<file path="config.mk">
export PLATFORM = sky130hd
export DESIGN_NAME = if_xfer_scheduler
export DESIGN_NICKNAME = d
export VERILOG_FILES = /design/src/rtl/if_xfer_scheduler_pkg.sv /design/src/rtl/if_xfer_scheduler_rr_pick.sv /design/src/rtl/if_xfer_scheduler.sv
export SDC_FILE = /design/constraint.sdc
export NUM_CORES = 1
export LEC_CHECK = 0
export BUFFER_PORTS_ARGS = -buffer_cell sky130_fd_sc_hd__buf_4
export CORE_UTILIZATION = 55
export CTS_CLUSTER_DIAMETER = 30
export DETAILED_ROUTE_END_ITERATION = 16
export GPL_ROUTABILITY_DRIVEN = 1
export PLACE_DENSITY = 0.93
export SETUP_SLACK_MARGIN = 0.3
export SKIP_CTS_REPAIR_TIMING = 1
export SLEW_MARGIN = 40
export SYNTH_ARGS = -nofsm -noshare
export SYNTH_HDL_FRONTEND = slang
export SYNTH_HIERARCHICAL = 1
export SYNTH_SLANG_ARGS = --single-unit
</file>
<file path="constraint.sdc">
create_clock -name clk -period 6.8 [get_ports clk]
set_input_delay 0.68 -clock clk [delete_from_list [all_inputs] [get_ports clk]]
set_output_delay 0.68 -clock clk [all_outputs]
set_load 0.02 [all_outputs]
</file>
<file path="src/rtl/if_xfer_scheduler_pkg.sv">
// Shared definitions for the interface transfer scheduler: transfer codes,
// source indices, FSM states and small decode helpers.
package if_pkg;

   localparam int N_SRC = 6;

   localparam logic [2:0] SRC_FLGWEI = 3'd0;
   localparam logic [2:0] SRC_WEI    = 3'd1;
   localparam logic [2:0] SRC_FLGACT = 3'd2;
   localparam logic [2:0] SRC_ACT    = 3'd3;
   localparam logic [2:0] SRC_FLGOFM = 3'd4;
   localparam logic [2:0] SRC_OFM    = 3'd5;

   localparam logic [3:0] CODE_CFG    = 4'd0;
   localparam logic [3:0] CODE_FLGWEI = 4'd8;
   localparam logic [3:0] CODE_WEI    = 4'd6;
   localparam logic [3:0] CODE_FLGACT = 4'd4;
   localparam logic [3:0] CODE_ACT    = 4'd2;
   localparam logic [3:0] CODE_FLGOFM = 4'd10;
   localparam logic [3:0] CODE_OFM    = 4'd11;

   typedef enum logic [1:0] {
      ST_IDLE = 2'd0,
      ST_REQ  = 2'd1,
      ST_XFER = 2'd2,
      ST_DONE = 2'd3
   } state_t;

   function automatic logic [3:0] src_code(input logic [2:0] idx);
      logic [3:0] code;
      case (idx)
         SRC_FLGWEI: code = CODE_FLGWEI;
         SRC_WEI:    code = CODE_WEI;
         SRC_FLGACT: code = CODE_FLGACT;
         SRC_ACT:    code = CODE_ACT;
         SRC_FLGOFM: code = CODE_FLGOFM;
         SRC_OFM:    code = CODE_OFM;
         default:    code = CODE_CFG;
      endcase
      return code;
   endfunction

   // Only the output buffers move data chip->host.
   function automatic logic code_rdwr(input logic [3:0] code);
      return !((code == CODE_FLGOFM) || (code == CODE_OFM));
   endfunction

   function automatic logic [2:0] onehot_idx(input logic [5:0] oh);
      logic [2:0] idx;
      idx = 3'd0;
      for (int i = 0; i < N_SRC; i++) begin
         if (oh[i]) idx = 3'(i);
      end
      return idx;
   endfunction

endpackage

</file>
<file path="src/rtl/if_xfer_scheduler_rr_pick.sv">
// Combinational 6-way round-robin picker: first eligible source at or after
// the pointer, searching upward and wrapping 5 -> 0.
module if_rr_pick
   import if_pkg::*;
(
   input  logic [5:0] elig,
   input  logic [2:0] ptr,
   output logic [5:0] pick,
   output logic       valid
);

   logic [2:0] base;
   logic [3:0] idx;

   always_comb begin
      pick  = '0;
      valid = 1'b0;
      idx   = '0;
      base  = (ptr > 3'd5) ? 3'd0 : ptr;
      for (int k = 0; k < N_SRC; k++) begin
         idx = {1'b0, base} + 4'(k);
         if (idx >= 4'd6) idx = idx - 4'd6;
         if (!valid && elig[idx[2:0]]) begin
            pick[idx[2:0]] = 1'b1;
            valid          = 1'b1;
         end
      end
   end

endmodule

</file>
<file path="src/rtl/if_xfer_scheduler.sv">
// Transfer scheduler for the host SPI/async-FIFO interface: picks config or a
// global buffer, issues a one-cycle request, counts beats, guards with a watchdog.
//
//   state   | meaning
//   IDLE    | waiting for cfg_req or an eligible buffer
//   REQ     | winner latched, waiting for if_rdy to fire if_req
//   XFER    | counting data beats up to the latched length
//   DONE    | one cycle: release grant, advance RR for data sources
module if_xfer_scheduler
   import if_pkg::*;
#(
   parameter int ADDR_W    = 12,
   parameter int BURST_LEN = 64,
   parameter int CFG_LEN   = 16,
   parameter int TIMEOUT   = 4096
) (
   input  logic                clk,
   input  logic                rst_n,
   input  logic                clr,
   input  logic                cfg_req,
   input  logic                flush_ofm,
   input  logic [6*ADDR_W-1:0] src_wptr,
   input  logic [6*ADDR_W-1:0] src_rptr,
   input  logic                beat,
   input  logic                if_rdy,
   output logic                if_req,
   output logic [3:0]          if_cfg,
   output logic                if_rdwr,
   output logic                busy,
   output logic [6:0]          grant,
   output logic                timeout_err
);

   localparam logic [ADDR_W-1:0] BURST_W = ADDR_W'(BURST_LEN);
   localparam logic [ADDR_W-1:0] CFG_W   = ADDR_W'(CFG_LEN);
   localparam logic [ADDR_W-1:0] FULL_W  = '1;
   localparam int                WD_W    = $clog2(TIMEOUT + 1);
   localparam logic [WD_W-1:0]   WD_LOAD = WD_W'(TIMEOUT - 1);

   state_t            state;
   logic [2:0]        win_idx;
   logic              win_cfg;
   logic [ADDR_W-1:0] xfer_len;
   logic [ADDR_W-1:0] beat_cnt;
   logic [WD_W-1:0]   wd_cnt;
   logic [2:0]        rr_ptr;

   logic [ADDR_W-1:0] occ      [N_SRC];
   logic [ADDR_W-1:0] len_cand [N_SRC];
   logic [5:0]        elig;
   logic [5:0]        pick;
   logic              pick_valid;
   logic [2:0]        pick_idx;
   logic [3:0]        pick_code;
   logic [ADDR_W-1:0] beat_inc;
   logic [2:0]        rr_adv;
   logic              wd_expire;

   // Input buffers need room for a full burst; output buffers need a full
   // burst of data, or any data at all while flushing.
   always_comb begin
      elig = '0;
      for (int i = 0; i < N_SRC; i++) begin
         occ[i] = src_wptr[i*ADDR_W +: ADDR_W] - src_rptr[i*ADDR_W +: ADDR_W];
         if (i < 4) begin
            elig[i]     = (FULL_W - occ[i]) >= BURST_W;
            len_cand[i] = BURST_W;
         end else begin
            elig[i]     = (occ[i] >= BURST_W) || (flush_ofm && (occ[i] != '0));
            len_cand[i] = (occ[i] < BURST_W) ? occ[i] : BURST_W;
         end
      end
   end

   if_rr_pick u_rr_pick (
      .elig  (elig),
      .ptr   (rr_ptr),
      .pick  (pick),
      .valid (pick_valid)
   );

   assign pick_idx  = onehot_idx(pick);
   assign pick_code = src_code(pick_idx);
   assign beat_inc  = beat_cnt + 1'b1;
   assign rr_adv    = (win_idx == 3'd5) ? 3'd0 : win_idx + 3'd1;
   assign wd_expire = ((state == ST_REQ) || ((state == ST_XFER) && !beat))
                      && (wd_cnt == '0);

   always_ff @(posedge clk) begin
      if (!rst_n) begin
         state       <= ST_IDLE;
         win_idx     <= '0;
         win_cfg     <= 1'b0;
         xfer_len    <= '0;
         beat_cnt    <= '0;
         wd_cnt      <= '0;
         rr_ptr      <= '0;
         if_req      <= 1'b0;
         if_cfg      <= '0;
         if_rdwr     <= 1'b1;
         busy        <= 1'b0;
         grant       <= '0;
         timeout_err <= 1'b0;
      end else if (clr) begin
         state       <= ST_IDLE;
         beat_cnt    <= '0;
         wd_cnt      <= '0;
         if_req      <= 1'b0;
         busy        <= 1'b0;
         grant       <= '0;
         timeout_err <= 1'b0;
      end else begin
         if_req <= 1'b0;
         if (wd_expire) begin
            state       <= ST_IDLE;
            busy        <= 1'b0;
            grant       <= '0;
            beat_cnt    <= '0;
            wd_cnt      <= '0;
            timeout_err <= 1'b1;
            if (!win_cfg) rr_ptr <= rr_adv;
         end else begin
            case (state)
               ST_IDLE: begin
                  beat_cnt <= '0;
                  wd_cnt   <= WD_LOAD;
                  if (cfg_req) begin
                     win_cfg  <= 1'b1;
                     if_cfg   <= CODE_CFG;
                     if_rdwr  <= code_rdwr(CODE_CFG);
                     xfer_len <= CFG_W;
                     grant    <= 7'b100_0000;
                     busy     <= 1'b1;
                     state    <= ST_REQ;
                  end else if (pick_valid) begin
                     win_cfg  <= 1'b0;
                     win_idx  <= pick_idx;
                     if_cfg   <= pick_code;
                     if_rdwr  <= code_rdwr(pick_code);
                     xfer_len <= len_cand[pick_idx];
                     grant    <= {1'b0, pick};
                     busy     <= 1'b1;
                     state    <= ST_REQ;
                  end
               end
               ST_REQ: begin
                  wd_cnt <= wd_cnt - 1'b1;
                  if (if_rdy) begin
                     if_req <= 1'b1;
                     state  <= ST_XFER;
                  end
               end
               ST_XFER: begin
                  if (beat) begin
                     beat_cnt <= beat_inc;
                     wd_cnt   <= WD_LOAD;
                     if (beat_inc == xfer_len) state <= ST_DONE;
                  end else begin
                     wd_cnt <= wd_cnt - 1'b1;
                  end
               end
               ST_DONE: begin
                  busy     <= 1'b0;
                  grant    <= '0;
                  beat_cnt <= '0;
                  if (!win_cfg) rr_ptr <= rr_adv;
                  state    <= ST_IDLE;
               end
               default: state <= ST_IDLE;
            endcase
         end
      end
   end

endmodule

</file>
# After elaboration in Yosys (flattened, before gate mapping)
# Index checks and enable logic that the tools add are counted.
[classes]
add_sub_neg = 24
n_lt_le_gt_ge = 28
n_eq_ne = 16
muxes = 83
bitwise_logic = 11
n_reduce_logical = 46
[op_table]
columns = ["op", "count"]
rows = [
  ["$mux 12", 7],
  ["$ge 12x7->1 const B", 6],
  ["$sub 12x12->12", 6],
  ["$sub 12x12->12 const A", 4],
  ["$mux 3", 15],
  ["$pmux 13 s3", 1],
  ["$bmux 12 s3", 1],
  ["$mux 6", 6],
  ["$or 6x6->6", 5],
  ["$mux 1", 26],
  ["$lt 12x7->1 const B", 2],
  ["$lt 3x4->1 const B", 6],
  ["$pmux 12 s2", 1],
  ["$pmux 4 s6", 1],
  ["$reduce_bool 12->1", 2],
  ["$ge 4x3->1 const B", 5],
  ["$bmux 1 s3", 6],
  ["$demux 1 s3", 6],
  ["$ge 3x1->1 const B", 6],
  ["$sub 3x3->3 const B", 6],
  ["$logic_and 1x1->1", 15],
  ["$mux 7", 2],
  ["$pmux 7 s2", 1],
  ["$logic_not 13->1", 1],
  ["38 further kinds", 71],
]
[word_totals]
regBits = 61
inputBits = 151
output_inout_bits = 15
elab_cells = 221

# Logic depth before layout (Yosys ltp)
# Gate-level depths: netlist of the first run.
[logic_depth]
depth_word = 34
mapped_depth = 25
ltp_nobuf = 25

# By module
# The synthesis of the first run kept the hierarchy.
[by_module_without_submodules]
columns = ["mod", "n_inst", "cells_per_inst", "area_each_um2", "seq_area_each_um2"]
rows = [
  ["if_xfer_scheduler", 1, 868, 6389.9, 1221.2],
  ["if_rr_pick", 1, 151, 1053.5, 0.0],
]

# Least setup slack after synthesis of the first run
# OpenSTA, ideal clock, no wires.
[synth_timing]
path_type = "input-to-reg"
startpoint = "in src_wptr[48]"
endpoint = "reg xfer_len[5]"
setup_ns = 0.074
arrival_time_ns = 5.168
required_time_ns = 6.726
slack_ns = 1.558
cell_stages = 24
n_path_buf = 0
path_cell_list = "inv_1 > ha_1 > inv_1 > fa_1 > a211oi_1 > o21bai_1 > a211o_1 > o22ai_1 > o2111ai_2 > nor2_1 > o21ai_0 > mux2_2 > a221o_4 > nor2_4 > and4_4 > a22oi_2 > a31oi_1 > inv_1 > a21oi_1 > nor2_1 > nor2_1 > nand2_1 > or4_1 > a31oi_1"
[synth_via]
elab_cells_between_ends = 59
cone_classes = "add/sub: 1; order compare: 2; mux: 35; bitwise: 6; reduce/logical: 15"
[synth_lines]
columns = ["item", "line_no", "text"]
rows = [
  ["from (decl)", "if_xfer_scheduler.sv:22", "input logic [6*ADDR_W-1:0] src_wptr,"],
  ["$sub 12x12->12 *", "if_xfer_scheduler.sv:64", "occ[i] = src_wptr[i*ADDR_W +: ADDR_W] - src_rptr[i*ADDR_W +: ADDR_W];"],
  ["parallel branches: the longest is 2 deep, another holds $ge 12x7->1", "--", ""],
  ["$logic_or 1x1->1 *", "if_xfer_scheduler.sv:69", "elig[i] = (occ[i] >= BURST_W) || (flush_ofm && (occ[i] != '0));"],
  ["via elig[4]", "if_xfer_scheduler.sv:50", "logic [5:0] elig;"],
  ["$bmux 1 s3", "if_xfer_scheduler_rr_pick.sv:23", "if (!valid && elig[idx[2:0]]) begin"],
  ["$mux 1 (implied by the code)", "if_xfer_scheduler_rr_pick.sv:23", ""],
  ["$mux 1", "if_xfer_scheduler_rr_pick.sv:23", ""],
  ["$logic_not 1->1", "if_xfer_scheduler_rr_pick.sv:23", ""],
  ["(+13 left out)", "--", ""],
  ["$mux 6 *", "if_xfer_scheduler_rr_pick.sv:23", ""],
  ["via pick[2]", "if_xfer_scheduler.sv:51", "logic [5:0] pick;"],
  ["$mux 3 * (4 in series)", "if_xfer_scheduler_pkg.sv:52", "if (oh[i]) idx = 3'(i);"],
  ["$not 3->4 (implied by the code) *", "if_xfer_scheduler.sv:140", "xfer_len <= len_cand[pick_idx];"],
  ["$bmux 12 s3 *", "if_xfer_scheduler.sv:140", ""],
  ["$mux 12 (implied by the code) * (2 in series)", "if_xfer_scheduler.sv:140", ""],
  ["$mux 12 *", "if_xfer_scheduler.sv:135", "end else if (pick_valid) begin"],
  ["$mux 12 *", "if_xfer_scheduler.sv:127", "if (cfg_req) begin"],
  ["to (signal assigned)", "if_xfer_scheduler.sv:140", ""],
  ["to (decl)", "if_xfer_scheduler.sv:43", "logic [ADDR_W-1:0] xfer_len;"],
]
# Mark *: on every way through the listed nets, which the timed path passes. The select of a mux whose other input is x is not followed.
# A chain may end at the register's enable or synchronous reset.

# Worst setup path in the final report of the first run
[layout_timing]
startpoint = "in src_wptr[48]"
endpoint = "reg xfer_len[0]"
# The elaborated chain is that of the path after synthesis.

==> results of run 1 <==
## cells in the final DEF, fill, tap and decap left out, drive strengths merged, types with 10 or more instances in the layout
cell type | synthesis | final
inv | 107 | 107
and3 | 12 | 12
a22oi | 10 | 10
nor2b | 27 | 27
clkbuf | 24 | 11
o22ai | 11 | 11
dfxtp | 61 | 61
nor3 | 30 | 30
mux2i | 25 | 25
xor2 | 18 | 18
nand4 | 12 | 12
nor2 | 92 | 92
a21o | 24 | 24
a211oi | 12 | 12
xnor2 | 27 | 27
o21ai | 65 | 65
nand2 | 79 | 79
a31oi | 10 | 10
nand2b | 22 | 22
ha | 78 | 78
buf | 15 | 165
a21oi | 75 | 75
nand3 | 29 | 29
## worst max-delay path by stage
stage | end | slack (ns) | cells past startpoint
floorplan | xfer_len[5] | 1.56 | 24
global placement | xfer_len[0] | 1.0 | 25
detailed placement | xfer_len[5] | 0.76 | 26
CTS | xfer_len[0] | 1.03 | 26
global route | xfer_len[5] | 0.33 | 26
finish | xfer_len[0] | 0.92 | 26
## metal layers
metal,vias to the layer above,routed length (µm)
met3,45,1270
li1,3954,-
met1,3664,8290
met5,-,0
met2,310,8960
met4,0,436
## through the flow
| step | hold WS [ns] | cells |
|---|---|---|
| CTS | 0.454 | 1337 |
| detailed placement | 0.447 | 1321 |
| global placement | 0.440 | 1321 |
| floorplan | 0.455 | 1019 |
| finish | 0.447 | 1337 |
| global route | 0.484 | 1337 |
## worst register-to-register path, delay by kind of cell (launching register included)
kind | cells | cell delay [ns]
AO/OA/AOI/OAI | 8 | 1.96
AND/OR/NAND/NOR | 8 | 1.72
flip-flops | 1 | 0.65
adder cells (fa/ha/maj) | 1 | 0.48
buffers and inverters | 2 | 0.26
## logic make-up (layout without fill, tap and decap cells)
family	count (synthesis)	count (layout)	synth area share (%)
compound gates	299	299	27.2
xor+xnor	45	45	5.30
fa+ha+maj	84	84	14.7
buf+inv	146	288	7.80
flops	61	61	16.4
mux	35	35	5.13
simple gates	349	349	23.4
## state kept, by name (all words and copies together) (netlist names), 2 cells and up
signal	count
rr_ptr	3
state	2
win_idx	3
beat_cnt	12
grant	7
if_cfg	4
xfer_len	12
wd_cnt	13
## power by group through the flow
| stage | registers [W] | clock network (W) | logic, W |
|---|---|---|---|
| finish | 0.000383 | 0.000420 | 0.000454 |
| global route | 0.000385 | 0.000442 | 0.000506 |
| CTS | 0.000383 | 0.000420 | 0.000450 |
| detailed placement | 0.000390 | 0 | 0.000447 |
| global placement | 0.000390 | 0 | 0.000434 |
| floorplan | 0.000389 | 0 | 0.000308 |
## cell type report
cell class	instances	area (µm²)	share of cell area [%]
Sequential cell	61	1220	13.5
Multi-Input combinational cell	812	5660	62.7
Clock inverter	5	36.3	0.402
Inverter	107	402	4.45
Timing Repair Buffer	165	1240	13.7
Tap cell	176	220	2.44
Clock buffer	11	243	2.69
==> flow_summary.yaml, run 1 <==
hold_path:
  hold_depth: 2
  min-delay-start: "grant[2]"
  worstHoldPathType: "flop to flop"
  holdPathEnd: "grant[2]"
cts:
  cts_max_path_buffers: 2
  cts_tree: "built"
  cts_max_level: 3
  root_buffer: "clkbuf_16"
  cts_buffers: 9
  cts.sinks: 61
  clkTransAtPathRegs_ns: 0.05
  clock_latency_ns: 0.33
power:
  cellPowerDensity_nw_per_um2: 139
  ir_drop_mv: 0.0986
  p_leak_nw: 4.13
  power.total_w: 0.00126
  clock_power_share_pct: 33.4
  power_switching_w: 0.000421
  p_seq_share_pct: 30.5
  internal_power_w: 0.000836
  swShare_pct: 33.5
  power_frac_comb_pct: 36.1
yosys:
  ys_ff_latch: 61
  syn_nets: 1254
  synthCells: 1019
  seq_area_frac_synth_pct: 16.4
  synth_top_area_cell: "dfxtp_1"
  yosysMostFrequentCell: "inv_1"
  synthesis.area_um2: 7440
  ys_async_sr_fraction_pct: 0
  synth-edff-count: 0
  avgSynthCellArea_um2: 7.30
  synthDistinctLibCells: 82
  ys_warn_count: 6
  ys.flop_type: "dfxtp_1"
  synth_common_cells: "105 x inv_1, 91 x nor2_1, 78 x ha_1, 76 x nand2_1, 75 x a21oi_1"
  synth_top_area_share_pct: 16.4
  ys_top_cells_by_area: "dfxtp_1 16%, ha_1 13%, inv_1 5.3%"
final_layout:
  design_area_um2: 9020
  drive_above_1_share_pct: 18.9
  antenna_cells: 0
  finalNetCount: 1391
  syn2layout_area_growth_pct: 21.2
  fillers: 1138
  final_util_pct: 68.1
critical_path:
  crit_start: "src_wptr[48]"
  crit_type: "input port to flop"
  endpoint_kind: "flop"
  critPathBufInv: 4
  start_kind: "input port"
  r2r_start: "rr_ptr[2]"
  slowest_stage: "or4_1"
  required_ns: 7.05
  cp_max_fo: 8
  crit_arrival_ns: 6.13
  reg2reg_depth: 19
  cp_top_family: "compound AO/OA/AOI/OAI gates"
  r2r_slack_ns: 1.65
  cpPeakStageDelay_ns: 0.44
  rr_endpoint: "xfer_len[0]"
floorplanning:
  core_area_um2: 13200
  ioPinCount: 166
  std_cell_rows: 42
  die_width_um: 118
  start_util_pct: 56.2
  die-height_um: 118
  die_area_um2: 14000
placement:
  port_buffers: 165
  dpl_worst_slack_ns: 0.758
  place_area_um2: 8740
  place_hpwl_mm: 14.7
  gp_congestion: 0.934
route:
  drc: 0
  drtIter0Drc: 755
  ant_nets: 0
  viasPerCell: 5.96
  vias: 7973
  wire_per_inst_um: 14.2
  dr.pass1.iters: 5
  routed_wl_mm: 19.0
global_route:
  antenna_found_initial: 0
  met3_usage_pct: 4.92
  use_met2_pct: 46.5
  top_usage_layer: "met2"
  globalRouteTotalUtil_pct: 27.2
  grt_max_degree: 32
  grt.met1_usage_pct: 34.6
  grt_overflow_total: 0
  grt_pass1_wl_mm: 32.4
  grt_pass1_vias: 7456
timing:
  fin_crit_sh_pct: 86.5
  finalHoldViolCount: 0
  max_freq_mhz: 170
  setup_ws_ns: 0.917
  setup_viol: 0
  tightest_slew_ns: 0.780
  skew_ns: 0.00481
  slew_headroom_pct: 48.0
  report.final.slew_viol_count: 0
  fin_tns_setup_ns: 0
  fin_crit_ns: 5.88
  rsz0062_at_grt: "no"
run_status:
  status: "completed"
run:
  cap_violations: 0
Power figures use the tool's default switching activity.
==> run 2, diff against run 1 <==
--- a/config.mk
+++ b/config.mk
@@ -6,11 +6,11 @@
 export NUM_CORES = 1
 export LEC_CHECK = 0
 export BUFFER_PORTS_ARGS = -buffer_cell sky130_fd_sc_hd__buf_4
-export CORE_UTILIZATION = 55
+export CORE_UTILIZATION = 51
 export CTS_CLUSTER_DIAMETER = 30
 export DETAILED_ROUTE_END_ITERATION = 16
 export GPL_ROUTABILITY_DRIVEN = 1
-export PLACE_DENSITY = 0.93
+export PLACE_DENSITY = 0.79
 export SETUP_SLACK_MARGIN = 0.3
 export SKIP_CTS_REPAIR_TIMING = 1
 export SLEW_MARGIN = 40
==> constraint.sdc (replaced) <==
create_clock -name clk -period 4.8 [get_ports clk]
set_input_delay 0.48 -clock clk [delete_from_list [all_inputs] [get_ports clk]]
set_output_delay 0.48 -clock clk [all_outputs]
set_load 0.02 [all_outputs]
==> flow_summary.yaml, run 2 (synthesized netlist as in run 1, its figures left out) <==
run_status:
  status: "complete, but fails checks"
  violations: "negative setup slack"
timing:
  max_freq_mhz: 206
  report.final.slew_viol_count: 0
  skew_ns: 0.00525
  setup_viol: 3
  fin_tns_setup_ns: -0.111
  setup_ws_ns: -0.0526
  rsz0062_at_grt: "yes"
  tightest_slew_ns: 0.837
  fin_crit_ns: 4.85
  timing.hold.ws_ns: 0.352
  finalHoldViolCount: 0
  slew_headroom_pct: 44.2
  fin_crit_sh_pct: 101
route:
  dr.pass1.iters: 5
  viasPerCell: 5.92
  wire_per_inst_um: 15.2
  drc: 0
  routed_wl_mm: 22.1
  vias: 8594
  drtIter0Drc: 787
  ant_nets: 0
global_route:
  met3_usage_pct: 3.35
  grt_max_degree: 32
  use_met2_pct: 44.6
  grt_overflow_total: 0
  grt.met1_usage_pct: 34.9
  grt_pass1_vias: 7483
  globalRouteTotalUtil_pct: 26.3
  grt_pass1_wl_mm: 32.9
  top_usage_layer: "met2"
  antenna_found_initial: 0
hold_path:
  worstHoldPathType: "input port to flop"
floorplanning:
  start_util_pct: 53.0
  die_area_um2: 15100
  core_area_um2: 14000
  die-height_um: 123
  ioPinCount: 166
  std_cell_rows: 43
  die_width_um: 123
cts:
  clkTransAtPathRegs_ns: 0.06
  cts_tree: "built"
  cts_max_path_buffers: 2
  root_buffer: "clkbuf_16"
  cts_max_level: 3
  cts_buffers: 9
  clock_latency_ns: 0.34
  cts.sinks: 61
placement:
  dpl_worst_slack_ns: -0.334
  gp_congestion: 0.924
  port_buffers: 165
  place_hpwl_mm: 15.6
power:
  cellPowerDensity_nw_per_um2: 191
  ir_drop_mv: 0.158
  p_leak_nw: 4.80
final_layout:
  fillers: 1038
  final_util_pct: 74.4
  finalNetCount: 1503
  top_regs: "wd_cnt (13), beat_cnt (12), xfer_len (12)"
  multi_input_area_um2: 6160
  antenna_cells: 0
  syn2layout_area_growth_pct: 40.4
  final_common_cell: "buf_4"
  layout_common_cells: "267 x buf_4, 96 x inv_1, 83 x nor2_1, 72 x ha_1, 70 x nand2_1"
  regMostFlops: "wd_cnt"
  regArea_um2: 1220
  largest_register_ffs: 13
  drive_above_1_share_pct: 32.3
critical_path:
  cp_max_fo: 4
  crit_type: "input port to flop"
  endpoint_kind: "flop"
  start_kind: "input port"
  crit_arrival_ns: 5.11
  required_ns: 5.06
run:
  cap_violations: 0
-- run 2: per-stage QoR --
stage / cell area [µm²] / total power (W) / cells
finish: 10500 / 0.00200 / 1452
global placement: 9520 / 0.00126 / 1412
CTS: 9830 / 0.00192 / 1427
detailed placement: 9530 / 0.00127 / 1412
global route: 10500 / 0.00210 / 1452
floorplan: 7580 / 0.000996 / 1019
-- run 2: area by class of cell --
| class | instances | share of cell area, % |
|---|---|---|
| multi-input cells | 812 | 58.9 |
| repair buffers | 277 | 20.4 |
| flip-flops and latches | 61 | 11.7 |
| inverters | 107 | 3.99 |
| clock buffers | 11 | 2.42 |
| well taps | 180 | 2.15 |
| clock inverters | 4 | 0.455 |
-- run 2: final timing paths --
path                                    from           to  slack, ns  depth (start not counted)
worst max-delay path            src_wptr[48]  xfer_len[5]      -0.05                         27
worst min-delay path                     clr  timeout_err       0.35                          2
worst max register to register     rr_ptr[2]  xfer_len[5]       0.31                         19
worst min register to register      grant[2]     grant[2]       0.46                          2
-- run 2: metal layers --
metal	up-vias	part of all wire, %
li1	4174	-
met1	4009	43
met2	356	48
met3	55	6.1
met5	-	0
met4	0	2.2
-- run 2: report_power, final --
part	internal [W]	leakage, nW	switching (W)	total, W
Combinational	0.000392	4.16	0.000405	0.000797
Clock	0.000425	0.147	0.000236	0.000661
Sequential	0.000525	0.496	0.0000173	0.000542
-- run 2: critical path, cell delays in order --
cell and delay [ns]:
buf_8 0.11, inv_12 0.04, ha_4 0.11, inv_2 0.03, fa_2 0.35, buf_4 0.15
a21o_1 0.17, a21oi_1 0.19, xnor2_1 0.11, nor2_1 0.13, nand3_1 0.12, a211oi_2 0.24
o21ai_2 0.11, mux2_4 0.30, mux2_2 0.28, mux2i_2 0.24, and4_4 0.29, a22oi_2 0.09
a31oi_2 0.25, inv_2 0.08, a21oi_4 0.21, nor2_4 0.08, nor2_4 0.10, nand2_2 0.09
buf_6 0.14, or4_4 0.42, a31oi_1 0.19
==> run 3, diff against run 2 <==
--- a/config.mk
+++ b/config.mk
@@ -5,12 +5,15 @@
 export SDC_FILE = /design/constraint.sdc
 export NUM_CORES = 1
 export LEC_CHECK = 0
+export ABC_AREA = 1
 export BUFFER_PORTS_ARGS = -buffer_cell sky130_fd_sc_hd__buf_4
+export CAP_MARGIN = 20
 export CORE_UTILIZATION = 51
 export CTS_CLUSTER_DIAMETER = 30
 export DETAILED_ROUTE_END_ITERATION = 16
 export GPL_ROUTABILITY_DRIVEN = 1
-export PLACE_DENSITY = 0.79
+export PLACE_DENSITY = 0.78
+export RECOVER_POWER = 100
 export SETUP_SLACK_MARGIN = 0.3
 export SKIP_CTS_REPAIR_TIMING = 1
 export SLEW_MARGIN = 40
==> flow_summary.yaml, run 3 <==
run_status:
  status: "complete, but fails checks"
  violations: "design-rule violations"
timing:
  fin_tns_setup_ns: 0
  skew_ns: 0.00529
  setup_ws_ns: 0.542
  fin_crit_ns: 4.26
  finalHoldViolCount: 0
  fin_crit_sh_pct: 88.7
  tightest_slew_ns: 1.12
  rsz0062_at_grt: "no"
  timing.hold.ws_ns: 0.317
  slew_headroom_pct: 24.6
  report.final.slew_viol_count: 0
  setup_viol: 0
  max_freq_mhz: 235
global_route:
  grt_max_degree: 26
  antenna_found_initial: 0
  grt_pass1_wl_mm: 33.4
  globalRouteTotalUtil_pct: 25.0
  grt_pass1_vias: 7892
  grt_overflow_total: 0
yosys:
  synth-edff-count: 0
  ys_async_sr_fraction_pct: 0
  synth_top_area_share_pct: 16.5
  avgSynthCellArea_um2: 6.00
  yosysMostFrequentCell: "nand2_1"
  syn_nets: 1516
  synthDistinctLibCells: 52
  ys.flop_type: "dfxtp_1"
  ys_ff_latch: 61
  synthesis.area_um2: 7690
  ys_warn_count: 6
  ys_top_cells_by_area: "nand2_1 17%, dfxtp_1 16%, ha_1 13%"
  synth_top_area_cell: "nand2_1"
  synthCells: 1281
  synth_common_cells: "338 x nand2_1, 227 x inv_1, 121 x nor2_1, 108 x nand3_1, 84 x a21oi_1"
  seq_area_frac_synth_pct: 15.9
critical_path:
  slowest_stage: "ha_1"
  endpoint: "xfer_len[4]"
  crit_type: "input port to flop"
  critPathBufInv: 3
  cp_max_fo: 8
  worst-path-stages: 30
  start_kind: "input port"
  endpoint_kind: "flop"
  r2r_slack_ns: 0.89
  crit_arrival_ns: 4.52
  cpPeakStageDelay_ns: 0.37
  crit_start: "src_wptr[52]"
  crit_top_cell: "nand2_1"
  cp_top_family: "simple AND/OR/NAND/NOR gates"
  r2r_start: "rr_ptr[1]"
  rr_endpoint: "xfer_len[4]"
  reg2reg_depth: 21
  required_ns: 5.06
final_layout:
  multi_input_area_um2: 5550
  final_common_cell: "nand2_1"
  fillers: 1370
  antenna_cells: 0
  syn2layout_area_growth_pct: 24.2
  regMostFlops: "wd_cnt"
  layout_common_cells: "340 x nand2_1, 224 x inv_1, 171 x buf_4, 117 x nor2_1, 103 x nand3_1"
  top_regs: "wd_cnt (13), beat_cnt (12), xfer_len (12)"
  drive_above_1_share_pct: 17.8
  regArea_um2: 1220
  finalNetCount: 1700
  largest_register_ffs: 13
cts:
  cts_max_level: 3
  cts_buffers: 9
  cts_max_path_buffers: 2
  cts.sinks: 61
  cts_tree: "built"
  clkTransAtPathRegs_ns: 0.06
  clock_latency_ns: 0.33
  root_buffer: "clkbuf_16"
route:
  routed_wl_mm: 19.7
  wire_per_inst_um: 11.9
  drtIter0Drc: 576
  vias: 8609
  viasPerCell: 5.20
  ant_nets: 0
  dr.pass1.iters: 12
  drc: 8
power:
  cellPowerDensity_nw_per_um2: 217
  ir_drop_mv: 0.132
  power.total_w: 0.00208
  p_leak_nw: 5.12
hold_path:
  min-delay-start: "clr"
  worstHoldPathType: "input port to flop"
floorplanning:
  ioPinCount: 166
  die_width_um: 125
  std_cell_rows: 44
  die_area_um2: 15600
  core_area_um2: 14600
  die-height_um: 125
  start_util_pct: 52.5
placement:
  place_hpwl_mm: 15.7
  gp_congestion: 0.929
  port_buffers: 165
  dpl_worst_slack_ns: -0.0353
run:
  cap_violations: 0
-- run 3: changes by cell type after synthesis, sizes merged, moves of 20 or more --
cell    previous run  this run
nand3             29       114
inv              107       237
a21o              24         4
o21ai             65        31
mux2i             25         0
nor2              92       130
nand4             12        48
nand2             79       353
nand2b            22         0
nor2b             27         0
-- run 3: area by class of cell --
class,count,area share [%]
clock buffer,10,2.50
multi-input combinational,969,58.2
sequential,61,12.8
timing repair buffer,186,14.0
clock inverter,6,0.734
tap,184,2.41
inverter,238,9.37
-- run 3: how the worst min path moves through the flow --
stage / endpoint / slack (ns) / cells after the start
after floorplan: xfer_len[11] / 0.44 / 2
after global placement: timeout_err / 0.45 / 2
after detailed placement: grant[5] / 0.45 / 2
after CTS: timeout_err / 0.32 / 2
after global routing: timeout_err / 0.32 / 2
final: timeout_err / 0.32 / 2
-- run 3: cells by family after synthesis --
kind of cell | synth area share [%]
adder cells (fa/ha/maj) | 14.3
AO/OA/AOI/OAI | 13.4
buffers and inverters | 12.7
flip-flops | 15.9
XOR/XNOR | 3.95
AND/OR/NAND/NOR | 39.8
-- run 3: worst reg2reg max path, cell delays in order (launching register included) --
cell	delay, ns
dfxtp_1	0.41
inv_2	0.09
nor2_1	0.39
ha_1	0.40
nand3_1	0.19
nand3_2	0.11
nand3_1	0.13
nand2_1	0.13
nand3_1	0.13
nand3_4	0.15
nand3_4	0.12
nor2_1	0.32
nand4_1	0.18
nand3_2	0.16
inv_1	0.09
a21oi_2	0.19
inv_2	0.07
nor2_4	0.20
nand4_1	0.12
nand2_1	0.10
nand2_1	0.05
a21oi_1	0.11
-- run 3: routing by layer --
layer	track usage (%)	vias to the layer above	share of wire, %
met3	3.57	37	5.4
met4	6.32	0	1.6
met5	0	-	0
li1	-	4514	-
met2	44.1	260	47
met1	31.7	3798	46
-- run 3: per-stage QoR --
step	util, %	cells	cell area [µm²]
after floorplan	-	1281	7690
after global placement	62.2	1621	9110
after detailed placement	62.2	1621	9110
after CTS	64.3	1637	9420
after global routing	65.2	1654	9550
final	65.2	1654	9550
-- run 3: where the power goes --
group	leakage (nW)	switching, W	total [W]	internal, W
clock	0.142	0.000248	0.000667	0.000419
combinational	4.49	0.000506	0.000849	0.000343
sequential	0.496	0.0000253	0.000559	0.000534
